`config.mk`:
```
export PLATFORM = sky130hd
export DESIGN_NAME = wb_stage_pipe
export DESIGN_NICKNAME = d
export VERILOG_FILES = /design/src/rtl/wb_stage_pipe.sv
export SDC_FILE = /design/constraint.sdc
export NUM_CORES = 1
export LEC_CHECK = 0
export ABC_AREA = 0
export CORE_ASPECT_RATIO = 0.75
export CORE_MARGIN = 5
export CORE_UTILIZATION = 39
export CTS_BUF_LIST = sky130_fd_sc_hd__clkbuf_2 sky130_fd_sc_hd__clkbuf_4 sky130_fd_sc_hd__clkbuf_8
export CTS_CLUSTER_DIAMETER = 120
export DETAILED_ROUTE_END_ITERATION = 12
export MAX_ROUTING_LAYER = met4
export PLACE_DENSITY_LB_ADDON = 0.12
export SETUP_SLACK_MARGIN = 0.05
export SLEW_MARGIN = 20
export SYNTH_ARGS = -nofsm -noshare
export SYNTH_HDL_FRONTEND = slang
export SYNTH_SLANG_ARGS = --single-unit
```
`constraint.sdc`:
```
create_clock -name clk -period 1.85 [get_ports clk]
set_input_delay 0.2775 -clock clk [delete_from_list [all_inputs] [get_ports clk]]
set_output_delay 0.2775 -clock clk [all_outputs]
set_load 0.02 [all_outputs]
```
`src/rtl/wb_stage_pipe.sv`:
```
// Writeback stage: selects the writeback source and issues a one-cycle write strobe
// to the general or ROM register file, with variable-latency loads and a load timeout.
module wb_stage_pipe #(
  parameter int DATA_W       = 32,
  parameter int IMM_W        = 16,
  parameter int ADDR_W       = 5,
  parameter int FLAG_W       = 4,
  parameter int LOAD_TIMEOUT = 15
) (
  input  logic              clk,
  input  logic              rst,
  input  logic              in_valid,
  output logic              in_ready,
  input  logic              load_flag,
  input  logic              clear_flag,
  input  logic              set_flag,
  input  logic              imm_flag,
  input  logic              rom_flag,
  input  logic [1:0]        mov_flag,
  input  logic [ADDR_W-1:0] dest_addr,
  input  logic [DATA_W-1:0] alu_result,
  input  logic [DATA_W-1:0] reg_in,
  input  logic [IMM_W-1:0]  imm_in,
  input  logic [FLAG_W-1:0] flags_in,
  input  logic              mem_rvalid,
  input  logic [DATA_W-1:0] mem_rdata,
  output logic              wr_en,
  output logic              rom_wr_en,
  output logic [ADDR_W-1:0] wr_addr,
  output logic [DATA_W-1:0] wr_data,
  output logic              load_err,
  output logic              busy
);

  typedef enum logic [0:0] {
    IDLE      = 1'b0,
    LOAD_WAIT = 1'b1
  } state_t;

  localparam int CNT_W = (LOAD_TIMEOUT > 1) ? $clog2(LOAD_TIMEOUT) : 1;
  localparam logic [CNT_W-1:0] CNT_LAST = CNT_W'(LOAD_TIMEOUT - 1);

  state_t             state;
  state_t             state_next;
  logic [CNT_W-1:0]   cnt;
  logic [CNT_W-1:0]   cnt_next;
  logic [ADDR_W-1:0]  load_addr;
  logic [ADDR_W-1:0]  load_addr_next;
  logic               load_rom;
  logic               load_rom_next;
  logic               wr_en_next;
  logic               rom_wr_en_next;
  logic               load_err_next;
  logic [ADDR_W-1:0]  wr_addr_next;
  logic [DATA_W-1:0]  wr_data_next;
  logic               accept;
  logic               is_load;

  function automatic logic [DATA_W-1:0] select_data(
    input logic [1:0]        mov,
    input logic              clr,
    input logic              set,
    input logic              imm_sel,
    input logic [DATA_W-1:0] alu,
    input logic [DATA_W-1:0] rv,
    input logic [IMM_W-1:0]  imm,
    input logic [FLAG_W-1:0] flg
  );
    logic [DATA_W-1:0] d;
    case (mov)
      2'd0: begin
        if (clr) begin
          d = {DATA_W{1'b0}};
        end else if (set) begin
          d = {DATA_W{1'b1}};
        end else begin
          d = alu;
        end
      end
      2'd1: begin
        if (imm_sel) begin
          d = {{(DATA_W-IMM_W){1'b0}}, imm};
        end else begin
          d = rv;
        end
      end
      2'd2:    d = {imm, {(DATA_W-IMM_W){1'b0}}};
      2'd3:    d = {{(DATA_W-FLAG_W){1'b0}}, flg};
      default: d = {DATA_W{1'b0}};
    endcase
    return d;
  endfunction

  assign in_ready = (state == IDLE) && !rst;
  assign busy     = (state == LOAD_WAIT);
  assign accept   = in_valid && in_ready;
  assign is_load  = load_flag && (mov_flag == 2'd0);

  // Next-state, timeout counter and next registered outputs.
  always_comb begin
    state_next     = state;
    cnt_next       = cnt;
    load_addr_next = load_addr;
    load_rom_next  = load_rom;
    wr_en_next     = 1'b0;
    rom_wr_en_next = 1'b0;
    load_err_next  = 1'b0;
    wr_addr_next   = wr_addr;
    wr_data_next   = wr_data;
    case (state)
      IDLE: begin
        if (accept && is_load) begin
          state_next     = LOAD_WAIT;
          cnt_next       = {CNT_W{1'b0}};
          load_addr_next = dest_addr;
          load_rom_next  = rom_flag;
        end else if (accept) begin
          wr_addr_next   = dest_addr;
          wr_data_next   = select_data(mov_flag, clear_flag, set_flag, imm_flag,
                                       alu_result, reg_in, imm_in, flags_in);
          wr_en_next     = !rom_flag;
          rom_wr_en_next = rom_flag;
        end else begin
          state_next = IDLE;
        end
      end
      LOAD_WAIT: begin
        // A response on the final counter cycle still completes the load.
        if (mem_rvalid) begin
          state_next     = IDLE;
          wr_addr_next   = load_addr;
          wr_data_next   = mem_rdata;
          wr_en_next     = !load_rom;
          rom_wr_en_next = load_rom;
        end else if (cnt == CNT_LAST) begin
          state_next    = IDLE;
          load_err_next = 1'b1;
        end else begin
          cnt_next = cnt + {{(CNT_W-1){1'b0}}, 1'b1};
        end
      end
      default: begin
        state_next = IDLE;
      end
    endcase
  end

  // State, load context and registered outputs.
  always_ff @(posedge clk or posedge rst) begin
    if (rst) begin
      state     <= IDLE;
      cnt       <= {CNT_W{1'b0}};
      load_addr <= {ADDR_W{1'b0}};
      load_rom  <= 1'b0;
      wr_en     <= 1'b0;
      rom_wr_en <= 1'b0;
      load_err  <= 1'b0;
      wr_addr   <= {ADDR_W{1'b0}};
      wr_data   <= {DATA_W{1'b0}};
    end else begin
      state     <= state_next;
      cnt       <= cnt_next;
      load_addr <= load_addr_next;
      load_rom  <= load_rom_next;
      wr_en     <= wr_en_next;
      rom_wr_en <= rom_wr_en_next;
      load_err  <= load_err_next;
      wr_addr   <= wr_addr_next;
      wr_data   <= wr_data_next;
    end
  end

endmodule
```
# Word-level counts from Yosys, hierarchy flattened
# Cells that the tools add are included.
# Widths: inputs -> output; s select.
# totals
regBits	51
latch_bits	0
ramBits	0
mem_bits_ro	0
input_bits	132
out_inout_bits	42
wordCells	63
mem_count	0
# op_classes
add_sub_neg	1
mul	0
n_div	0
magnitude_cmp	0
eq_ne	10
n_shift	0
muxes	31
n_bitwise	1
n_reduce_logical	11
# ops
operator	n
$mux 32	6
$pmux 32 s4	1
$pmux 32 s2	1
$mux 5	3
$mux 1	12
$mux 4	3
$ne 2x2->1 const B	5
$pmux 5 s2	1
$pmux 4 s2	1
$pmux 1 s2	3
$reduce_and 3->1	2
$add 4x1->4 const B	1
$eq 2x2->1 const B	2
$eq 4x4->1 const B	1
$logic_and 1x1->1	4
$logic_not 1->1	3
$eq 2x1->1 const B	1
$logic_not 2->1	1
$ne 2x1->1 const B	1
$reduce_and 2->1	1
$not 1->1	1

# Longest topological paths before layout
# Gate-level depths: netlist of the first run.
# logic_depth
word_depth	6
ltp_mapped	7
depth_no_buf	6

# Least setup slack after synthesis of the first run
# Ideal clock, no wire load.
# synth_path
kind	input-to-reg
startpoint	input port mov_flag[0]
endpoint	register load_addr[0]
setup_time_ns	0.125
t_arrival_ns	1.771
t_required_ns	1.725
setup_slack_ns	-0.046
stages	5
path_buffers	2
cell_sequence	buf_2 -> or3b_4 -> or4b_4 -> buf_6 -> mux2_4
# synth_between
elab_chain_cells	4
# synth_rtl
element	line	text
start: declaration	19	input logic [1:0] mov_flag,
$logic_not 2->1	97	assign is_load = load_flag && (mov_flag == 2'd0);
$logic_and 1x1->1	97	
$logic_and 1x1->1	112	if (accept && is_load) begin
$reduce_and 2->1 (no line)	-	
end signal: assignment	153	load_addr <= {ADDR_W{1'b0}};
end signal: assignment	163	load_addr <= load_addr_next;
end: declaration	47	logic [ADDR_W-1:0] load_addr;
# Every way passes these cells.
# A chain may end at the register's enable or synchronous reset.

# Worst setup path after layout of the first run
# layout_path
startpoint	input port mov_flag[1]
endpoint	register wr_data[30]
# layout_between
elab_chain_cells	5
elab_cells_between_ends	12
cone_classes	eq/ne (4); mux (4); reduce/logical (4)
# layout_rtl
element	line	text
$eq 2x2->1 (tied with other cells)	70	case (mov)
$pmux 32 s4 / $logic_and 1x1->1 (equally long branches)	70, 97	
$mux 32 / $logic_and 1x1->1 (equally long branches)	117, 112	
$mux 32 / $ne 2x2->1 (equally long branches)	-	
$pmux 32 s2 / $reduce_and 3->1 (equally long branches)	-	
end signal: assignment	159	wr_data <= {DATA_W{1'b0}};
end signal: assignment	169	wr_data <= wr_data_next;
end: declaration	30	output logic [DATA_W-1:0] wr_data,
# Parallel ways exist; a longest one is shown, timed or not. The select of a mux whose other input is x is not followed.

==> results of run 1 <==
## worst reg2reg max path, stage by stage, from the launching register on
cell and delay [ns]:
sky130_fd_sc_hd__dfrtp_2 0.42, sky130_fd_sc_hd__buf_4 0.18, sky130_fd_sc_hd__buf_4 0.19, sky130_fd_sc_hd__a32oi_4 0.30, sky130_fd_sc_hd__buf_4 0.25, sky130_fd_sc_hd__a221oi_1 0.07, sky130_fd_sc_hd__a21o_1 0.17
## cell families (layout without fill, tap and decap cells)
family	after synthesis	after routing	share of synthesized area (%)
adder cells (fa/ha/maj)	2	2	0.837
multiplexers	38	38	13.3
AND/OR/NAND/NOR	61	62	9.54
XOR/XNOR	2	2	0.586
flip-flops	51	51	42.7
buffers and inverters	50	234	7.07
AO/OA/AOI/OAI	115	115	26.0
## flip-flops by register name (all words and copies together) (netlist names)
signal	flops
busy	1
rom_wr_en	1
load_addr	5
wr_addr	5
cnt	4
load_err	1
load_rom	1
wr_data	32
wr_en	1
## per-stage QoR
| step | setup WS, ns | cell area [um^2] | hold WS, ns | utilization (%) | setup TNS, ns |
|---|---|---|---|---|---|
| 4_1_cts | 0.139 | 5190 | 0.493 | 70.2 | 0 |
| 2_1_floorplan | 0.00600 | 3000 | 0.386 | - | 0 |
| 5_1_grt | 0.0537 | 5190 | 0.510 | 70.2 | 0 |
| 3_5_place_dp | -0.334 | 5050 | 0.469 | 68.3 | -12.22 |
| 6_report | 0.107 | 5190 | 0.489 | 70.2 | 0 |
| 3_3_place_gp | -0.305 | 5050 | 0.459 | 68.3 | -10.40 |
## synthesized netlist by cell type (all sizes together) (3+ instances only)
cell type / n
mux2i: 33
a31oi: 4
a21o: 16
nand2: 25
clkbuf: 18
o22ai: 13
mux2: 5
inv: 20
a221oi: 32
dfrtp: 51
nor2: 17
buf: 12
o221ai: 4
o21ai: 45
nor2b: 3
nand3: 7
## power groups by stage
stage	combinational (uW)	clock, uW	sequential, uW
final	1370	702	1430
after global routing	1460	769	1450
after CTS	1380	722	1420
after detailed placement	1360	0	1450
after global placement	1320	0	1440
after floorplan	389	0	1610
## final cells by class
class	count	area, um^2
flip-flops and latches	51	1280
clock inverters	1	8.76
repair buffers	206	2090
clock buffers	7	90.1
multi-input cells	219	1530
inverters	20	75.1
well taps	101	126
fillers	576	2200
## placed cells by master, fill, tap and decap left out, types with 3 or more instances in the layout
cell type,count
sky130_fd_sc_hd__clkdlybuf4s50_1,169
sky130_fd_sc_hd__dfrtp_1,50
sky130_fd_sc_hd__o21ai_0,42
sky130_fd_sc_hd__mux2i_1,33
sky130_fd_sc_hd__a221oi_1,32
sky130_fd_sc_hd__nand2_1,25
sky130_fd_sc_hd__buf_4,25
sky130_fd_sc_hd__inv_1,19
sky130_fd_sc_hd__nor2_1,17
sky130_fd_sc_hd__a21o_1,16
sky130_fd_sc_hd__o22ai_1,13
sky130_fd_sc_hd__nand3_1,7
sky130_fd_sc_hd__buf_12,7
sky130_fd_sc_hd__clkbuf_8,6
sky130_fd_sc_hd__a31oi_1,4
sky130_fd_sc_hd__o221ai_1,4
sky130_fd_sc_hd__dlygate4sd2_1,4
sky130_fd_sc_hd__o21ai_1,3
sky130_fd_sc_hd__mux2_4,3
sky130_fd_sc_hd__nor2b_1,3
## final timing paths
kind / startpoint / end / slack [ns]
setup / recovery: mov_flag[1] / wr_data[30]$_DFFE_PP0P_ / 0.11
hold / removal: wr_data[26]$_DFFE_PP0P_ / wr_data[26]$_DFFE_PP0P_ / 0.49
setup reg to reg: busy$_DFF_PP0_ / wr_data[30]$_DFFE_PP0P_ / 0.16
hold reg to reg: wr_data[26]$_DFFE_PP0P_ / wr_data[26]$_DFFE_PP0P_ / 0.49
max in group asynchronous: rst / wr_data[28]$_DFFE_PP0P_ / 1.11
min in group asynchronous: rst / wr_data[5]$_DFFE_PP0P_ / 0.54
## layer usage
layer  vias to the layer above  track usage (%)  wire (um)  part of all wire (%)
met5                         -                -          0                     0
met4                         0             5.64        138                   1.2
met3                        14             6.35        817                   6.9
met2                       154             38.8       5510                    47
met1                      1576             32.8       5330                    45
li1                       1550                -          -                     -
## what timing repair did
item                                    4_1_cts  5_1_grt
resized for setup                             4        0
buffers inserted                              1        0
hold buffers                                  0        0
endpoints found under the setup margin       31        1
cloned                                        2        0
pin swaps                                     3        1
==> results by stage, run 1 <==
Synthesis:
- The post-synthesis net count is 453.
- The mean post-synth cell area is 9.37 um^2.
- The share of the yosys chip area belonging to registers is 42.7%.
- In the post-synthesis netlist, the biggest area contributors are sky130_fd_sc_hd__dfrtp_1, sky130_fd_sc_hd__mux2i_1, sky130_fd_sc_hd__a221oi_1, sky130_fd_sc_hd__o21ai_0, sky130_fd_sc_hd__a21o_1.
- The dominant cell type by area after synthesis is sky130_fd_sc_hd__dfrtp_1.
- The synthesized design contains 0 enable-type register cells.
- After synthesis, the share of flip-flops with an asynchronous set or reset is 100%.
- The cell area that synthesis handed to floorplanning was 2990 um^2.
- Among all flip-flop cells after synthesis, the most frequent one is sky130_fd_sc_hd__dfrtp_1.
- The cell count after synthesis is 319.
- For this run, the number of Yosys warnings is 0.
- The post-synthesis cell type count is 31.
- The synthesized flop and latch total is 51.
- The top cell type by area accounts for 42.7% of the synthesized area.

Global routing:
- The global-route wire length before repair is 18.3 mm.
- The via count of the first global-routing pass is 3421.
- Entering global routing, the biggest net connects 44 pins.
- The overall global routing resource usage is 24.8%.
- The global-route congestion overflow total is 0.
- The number of antenna violations at the first check in global routing was 0.

Power:
- Dividing total power by cell area gives a power density of 673 nW/um^2.
- For this design the static power due to leakage is 0.00227 uW.
- The internal cell power is 2390 uW.
- IR analysis of the VDD net gives a maximum drop of 0.000346 V.
- The clock network fraction of total power is 20.1%.
- The power share of the sequential group is 40.7%.
- The combinational fraction of design power is 39.2%.
- The switching power summed over all nets is 1110 uW.
- Summing internal, switching and leakage power gives 3500 uW.
- The switching part of the total is 31.8%.

Timing:
- The number of hold violations in the final report was 0.
- The clock arrives with 0.00499 ns of skew.
- For the pin with the worst max-slew slack, the measured transition is 0.327 ns.
- The worst slew slack as a fraction of its limit is 78.2%.
- Setup violations remaining at the end of the flow were counted as 0.
- Setup repair after global routing left no endpoint under its margin.
- The post-route minimum period is 1.74 ns.
- The max-slew violation count is 0.
- The part of the cycle the worst path needs is 94.2%.
- Static timing analysis puts the maximum clock frequency at 0.574 GHz.

Job:
- Across the run, the number of max-cap violations was 0.

Placement:
- After legalization and detailed placement, the total HPWL measured 9.10 mm.
- At the end of routability-driven placement, the weighted congestion stood at 0.895.
- The cell count after placement is 594.
- The number of I/O port buffers is 173.

Floorplan:
- The die area is 9530 um^2.
- The boundary pin count is 174.
- The die height is 85.8 um.
- The core outline area is 7400 um^2.
- The initialized floorplan defines 27 standard-cell rows.
- The starting utilization of the core area is 40.4%.
- The width of the die is 111 um.

Worst setup path:
- The arrival time at the worst endpoint is 1.94 ns.
- The depth of the worst register-to-register path is 6.
- The kind of start point of the critical path is an input port.
- Counting buffers and inverters, the worst setup path is 7 cells deep.
- The largest driver fanout on the critical path is 12.
- The number of buffers and inverters on the critical path is 3.
- The critical path goes through dlygate4sd2_1 -> or3b_4 -> buf_4 -> a32oi_4 -> buf_4 -> a221oi_1 -> a21o_1.
- The category of the worst setup path capture point is a flop.
- On the worst path, the slowest cell contributes a delay of 0.43 ns.
- The classification of the worst setup path is input port to flop.
- The cell type with the highest occurrence count on the critical path is sky130_fd_sc_hd__buf_4.
- The critical path data required time is 2.04 ns.
- The cell with the biggest individual delay on the critical path is sky130_fd_sc_hd__or3b_4.
- The category of cells accounting for the largest share of critical-path delay is buffers and inverters.

Cells and area:
- The number of standard cells in the layout, taps in and fillers out is 605.
- The synthesis-to-finish area growth is 73.8%.
- The post-route netlist has 10.5% of its cells at a drive strength greater than 1.
- 0 antenna diodes ended up in the layout.
- After the last flow step, the layout net total stands at 637.

Route:
- The remaining routing DRC violations is 0.
- The residual antenna-violating net count after detailed routing is 0.
- The wire length per cell after detailed routing is 19.5 um.
- Dividing the detail-routed via count by the number of cells gives 5.44.
- The via count is 3294.
- The routed design has 11.8 mm of wire.
- For this block, the initial DRC count from the detailed router was 197.
- The pre-antenna-repair detailed-routing pass consisted of 4 iterations.

CTS:
- The H-tree generated during clock tree synthesis spans 2 levels.
- The TritonCTS buffer count is 5.
- The clock drives 51 sinks.
- The TritonCTS clock tree is yes.
- The clock transition at the register clock pins on the worst setup and hold paths after CTS is 0.09 ns.
- Clock tree synthesis selected as its root buffer the cell sky130_fd_sc_hd__clkbuf_8.
- The clock passes through at most 2 buffers.
- The clock latency on the worst-skew pair is 0.30 ns.

Outcome:
- The run finished with clean final reports.

Min path:
- Counting instances, the worst hold path has a depth of 1.
- The tightest min-delay check is of the flop to flop type.
Power figures use the tool's default switching activity.
==> run 2, diff against run 1 <==
--- a/config.mk
+++ b/config.mk
@@ -8,10 +8,11 @@
 export ABC_AREA = 0
 export CORE_ASPECT_RATIO = 0.75
 export CORE_MARGIN = 5
-export CORE_UTILIZATION = 39
+export CORE_UTILIZATION = 65
 export CTS_BUF_LIST = sky130_fd_sc_hd__clkbuf_2 sky130_fd_sc_hd__clkbuf_4 sky130_fd_sc_hd__clkbuf_8
 export CTS_CLUSTER_DIAMETER = 120
 export DETAILED_ROUTE_END_ITERATION = 12
+export DONT_BUFFER_PORTS = 1
 export MAX_ROUTING_LAYER = met4
 export PLACE_DENSITY_LB_ADDON = 0.12
 export SETUP_SLACK_MARGIN = 0.05
==> results by stage, run 2 (synthesized netlist as in run 1, its figures left out) <==
Timing:
- The post-route minimum period was 1.58 ns (-0.167 ns).
- The final setup TNS is 0 ns (unchanged).
- The part of the cycle the worst path needs is 85.2% (-9.0 points).
- The total of endpoints with negative setup slack in the final report is 0 (unchanged).
- The worst slew slack as a fraction of its limit was 32.1% (-46 points).
- The maximum clock rate is 0.635 GHz (+11%).
- Setup repair after global routing left no endpoint under its margin.
- The slew at the pin with the worst max-slew slack is 1.01 ns (+0.687 ns).
- The max-slew violation count was 0 (unchanged).
- The final worst clock skew is 0.0117 ns (+0.00667 ns).
- The number of hold violations in the final report is 0 (unchanged).

CTS:
- The root buffer cell is sky130_fd_sc_hd__clkbuf_8.
- The clock latency on the worst-skew pair is 0.30 ns (about the same).
- The TritonCTS buffer count is 5 (unchanged).
- The TritonCTS sink count is 51 (unchanged).
- The clock transition at the register clock pins on the worst setup and hold paths after CTS was 0.10 ns (about the same).
- The post-CTS setup buffer count is 0 (-1).
- The TritonCTS clock tree is yes.
- The depth of the CTS H-tree was 2 (unchanged).
- The number of buffers on the longest clock path was 2 (unchanged).

Outcome:
- The run finished with clean final reports.

Worst setup path:
- The arrival time at the worst endpoint is 1.77 ns (-0.17 ns).
- The worst stage delay on the critical path is 0.42 ns (about the same).
- STA classifies the critical path startpoint as a flop.
- The source of the worst register-to-register timing path is busy$_DFF_PP0_.
- The critical path data required time came to 2.04 ns (about the same).
- The category of cells accounting for the largest share of critical-path delay is simple AND/OR/NAND/NOR gates.
- The worst setup path startpoint is busy$_DFF_PP0_.
- The worst-case register-to-register setup slack is 0.27 ns (+0.11 ns).
- In this run the critical register-to-register path is captured at cnt[2]$_DFFE_PP0P_.
- The critical path goes through buf_12 -> nor2b_1 -> nand3_1 -> xnor2_1 -> and2_1.
- The depth of the worst register-to-register path came to 5 (-1).
- The largest driver fanout on the critical path is 49 (+37).
- The category of the worst setup path capture point is a flop.
- The classification of the worst setup path is flop to flop.
- The total buffers and inverters traversed by the critical path is 1 (-2).
- The slowest stage of the critical path belongs to the cell sky130_fd_sc_hd__dfrtp_2.

Global routing:
- The largest net degree at the start of global routing is 50 (+14%).
- The overall global routing resource usage was 29.9% (+5.1 points).
- The global-route congestion overflow total is 0 (unchanged).
- The number of antenna violations at the first check in global routing is 0 (unchanged).
- The global-route wire length before repair was 13.1 mm (-28%).
- The via count of the first global-routing pass was 2431 (-29%).

Cells and area:
- Compared with the post-synthesis result, the final layout area differs by 5.23%.
- The flip-flop count of the largest register after layout was 32 (unchanged).
- The leading cell type in the layout, fill and taps excluded is sky130_fd_sc_hd__dfrtp_1.
- The share of post-route cells with drive strength above 1 was 8.85% (-1.7 points).
- The net total in the final layout is 438 (-31%).
- The largest register by flop count is wr_data.
- The number of standard cells in the layout, taps in and fillers out is 362 (-40%).
- The antenna diode count is 0 (unchanged).
- Leaving out fill and tap cells, the most frequent cells in the layout are sky130_fd_sc_hd__dfrtp_1, sky130_fd_sc_hd__o21ai_0, sky130_fd_sc_hd__mux2i_1.
- In the final layout, the registers with the most flip-flops are wr_data: 32 flops, load_addr: 5 flops, wr_addr: 5 flops.

Route:
- The via count is 2553 (-22%).
- The post-detailed-routing wire length was 9.15 mm (-22%).
- The detailed-routing iteration count for the pre-antenna-repair pass is 4 (unchanged).
- The remaining routing DRC violations is 0 (unchanged).
- The wire length per cell after detailed routing was 25.3 um (+30%).
- The number of violations reported at the end of detailed-routing iteration 0 is 227 (+15%).
- The residual antenna-violating net count after detailed routing was 0 (unchanged).
- The routed via count divided by cell count was 7.05 (+30%).

Power:
- The maximum VDD drop is 0.000516 V (+49%).
- The total power is 2780 uW (-20%).
- The static leakage power is 0.00144 uW (-36%).
- The power per standard cell area is 885 nW/um^2 (+31%).

Min path:
- The instance count along the most critical hold path is 1 (unchanged).
- The type of the tightest min-delay check is input port to flop.
- The endpoint with the worst hold slack is wr_en$_DFF_PP0_.
- In this run the most critical hold path is launched from rom_flag.

Floorplan:
- The number of core rows was 21 (-22%).
- The width of the die is 88.3 um (-21%).
- The die area came to 6070 um^2 (-36%).
- The core outline area is 4470 um^2 (-40%).
- The die height is 68.7 um (-20%).
- The boundary pin count is 174 (unchanged).
- The starting utilization of the core area is 66.9% (+27 points).

Placement:
- The placer congestion estimate came to 0.838 (-6.4%).
- The cell count after placement came to 353 (-41%).
- The number of I/O port buffers is 0 (-100%).
- The final HPWL from detailed placement is 7.13 mm (-22%).

Job:
- The number of maximum-capacitance constraint violations was 0 (unchanged).
## run 2: worst reg2reg max path: stages (launching register included)
cell and delay (ns):
sky130_fd_sc_hd__dfrtp_2 0.42, sky130_fd_sc_hd__buf_12 0.27, sky130_fd_sc_hd__nor2b_1 0.31, sky130_fd_sc_hd__nand3_1 0.14
sky130_fd_sc_hd__xnor2_1 0.16, sky130_fd_sc_hd__and2_1 0.17
## run 2: per-stage QoR
| step | utilization (%) | worst slack (ns) | cell area [um^2] | hold slack (ns) |
|---|---|---|---|---|
| 2_1_floorplan | - | 0.00600 | 3000 | 0.386 |
| 3_3_place_gp | 67.9 | -0.0294 | 3030 | 0.141 |
| 3_5_place_dp | 67.9 | -0.0660 | 3030 | 0.145 |
| 4_1_cts | 70.4 | 0.249 | 3140 | 0.0731 |
| 5_1_grt | 70.4 | 0.184 | 3150 | 0.0627 |
| 6_report | 70.4 | 0.275 | 3150 | 0.0743 |
## run 2: worst max-delay path by stage
stage | end | depth (start not counted)
6_report | cnt[2]$_DFFE_PP0P_ | 5
5_1_grt | wr_data[22]$_DFFE_PP0P_ | 4
4_1_cts | wr_data[22]$_DFFE_PP0P_ | 4
3_5_place_dp | wr_data[22]$_DFFE_PP0P_ | 4
3_3_place_gp | wr_data[31]$_DFFE_PP0P_ | 4
2_1_floorplan | load_addr[0]$_DFFE_PP0P_ | 5
## run 2: report_power, final
| group | switching (uW) | total (uW) | internal, uW |
|---|---|---|---|
| Clock | 363 | 685 | 322 |
| Sequential | 331 | 1630 | 1300 |
| Combinational | 241 | 465 | 223 |
| Total | 936 | 2780 | 1850 |
## run 2: layout make-up
class | count | area, um^2
fillers | 393 | 1320
inverters | 20 | 75.1
clock inverters | 1 | 8.76
well taps | 57 | 71.3
multi-input cells | 218 | 1520
flip-flops and latches | 51 | 1280
clock buffers | 7 | 90.1
repair buffers | 8 | 100
## run 2: per-layer routing
layer | global-route usage, % | vias up | wire length (um)
met5 | - | - | 0
met1 | 39.0 | 1264 | 3650
met4 | 6.60 | 0 | 118
met2 | 47.1 | 138 | 4480
li1 | - | 1139 | -
met3 | 8.43 | 12 | 896
## run 2: repair_timing
| item | CTS | global route |
|---|---|---|
| hold endpoints to repair | 14 | 0 |
| resized for setup | 0 | 0 |
| hold buffers | 1 | 0 |
==> run 3, diff against run 2 <==
--- a/config.mk
+++ b/config.mk
@@ -8,11 +8,10 @@
 export ABC_AREA = 0
 export CORE_ASPECT_RATIO = 0.75
 export CORE_MARGIN = 5
-export CORE_UTILIZATION = 65
+export CORE_UTILIZATION = 39
 export CTS_BUF_LIST = sky130_fd_sc_hd__clkbuf_2 sky130_fd_sc_hd__clkbuf_4 sky130_fd_sc_hd__clkbuf_8
 export CTS_CLUSTER_DIAMETER = 120
 export DETAILED_ROUTE_END_ITERATION = 12
-export DONT_BUFFER_PORTS = 1
 export MAX_ROUTING_LAYER = met4
 export PLACE_DENSITY_LB_ADDON = 0.12
 export SETUP_SLACK_MARGIN = 0.05
==> results of run 3 <==
The final DEF is identical to that of run 1; final timing and power are the same.
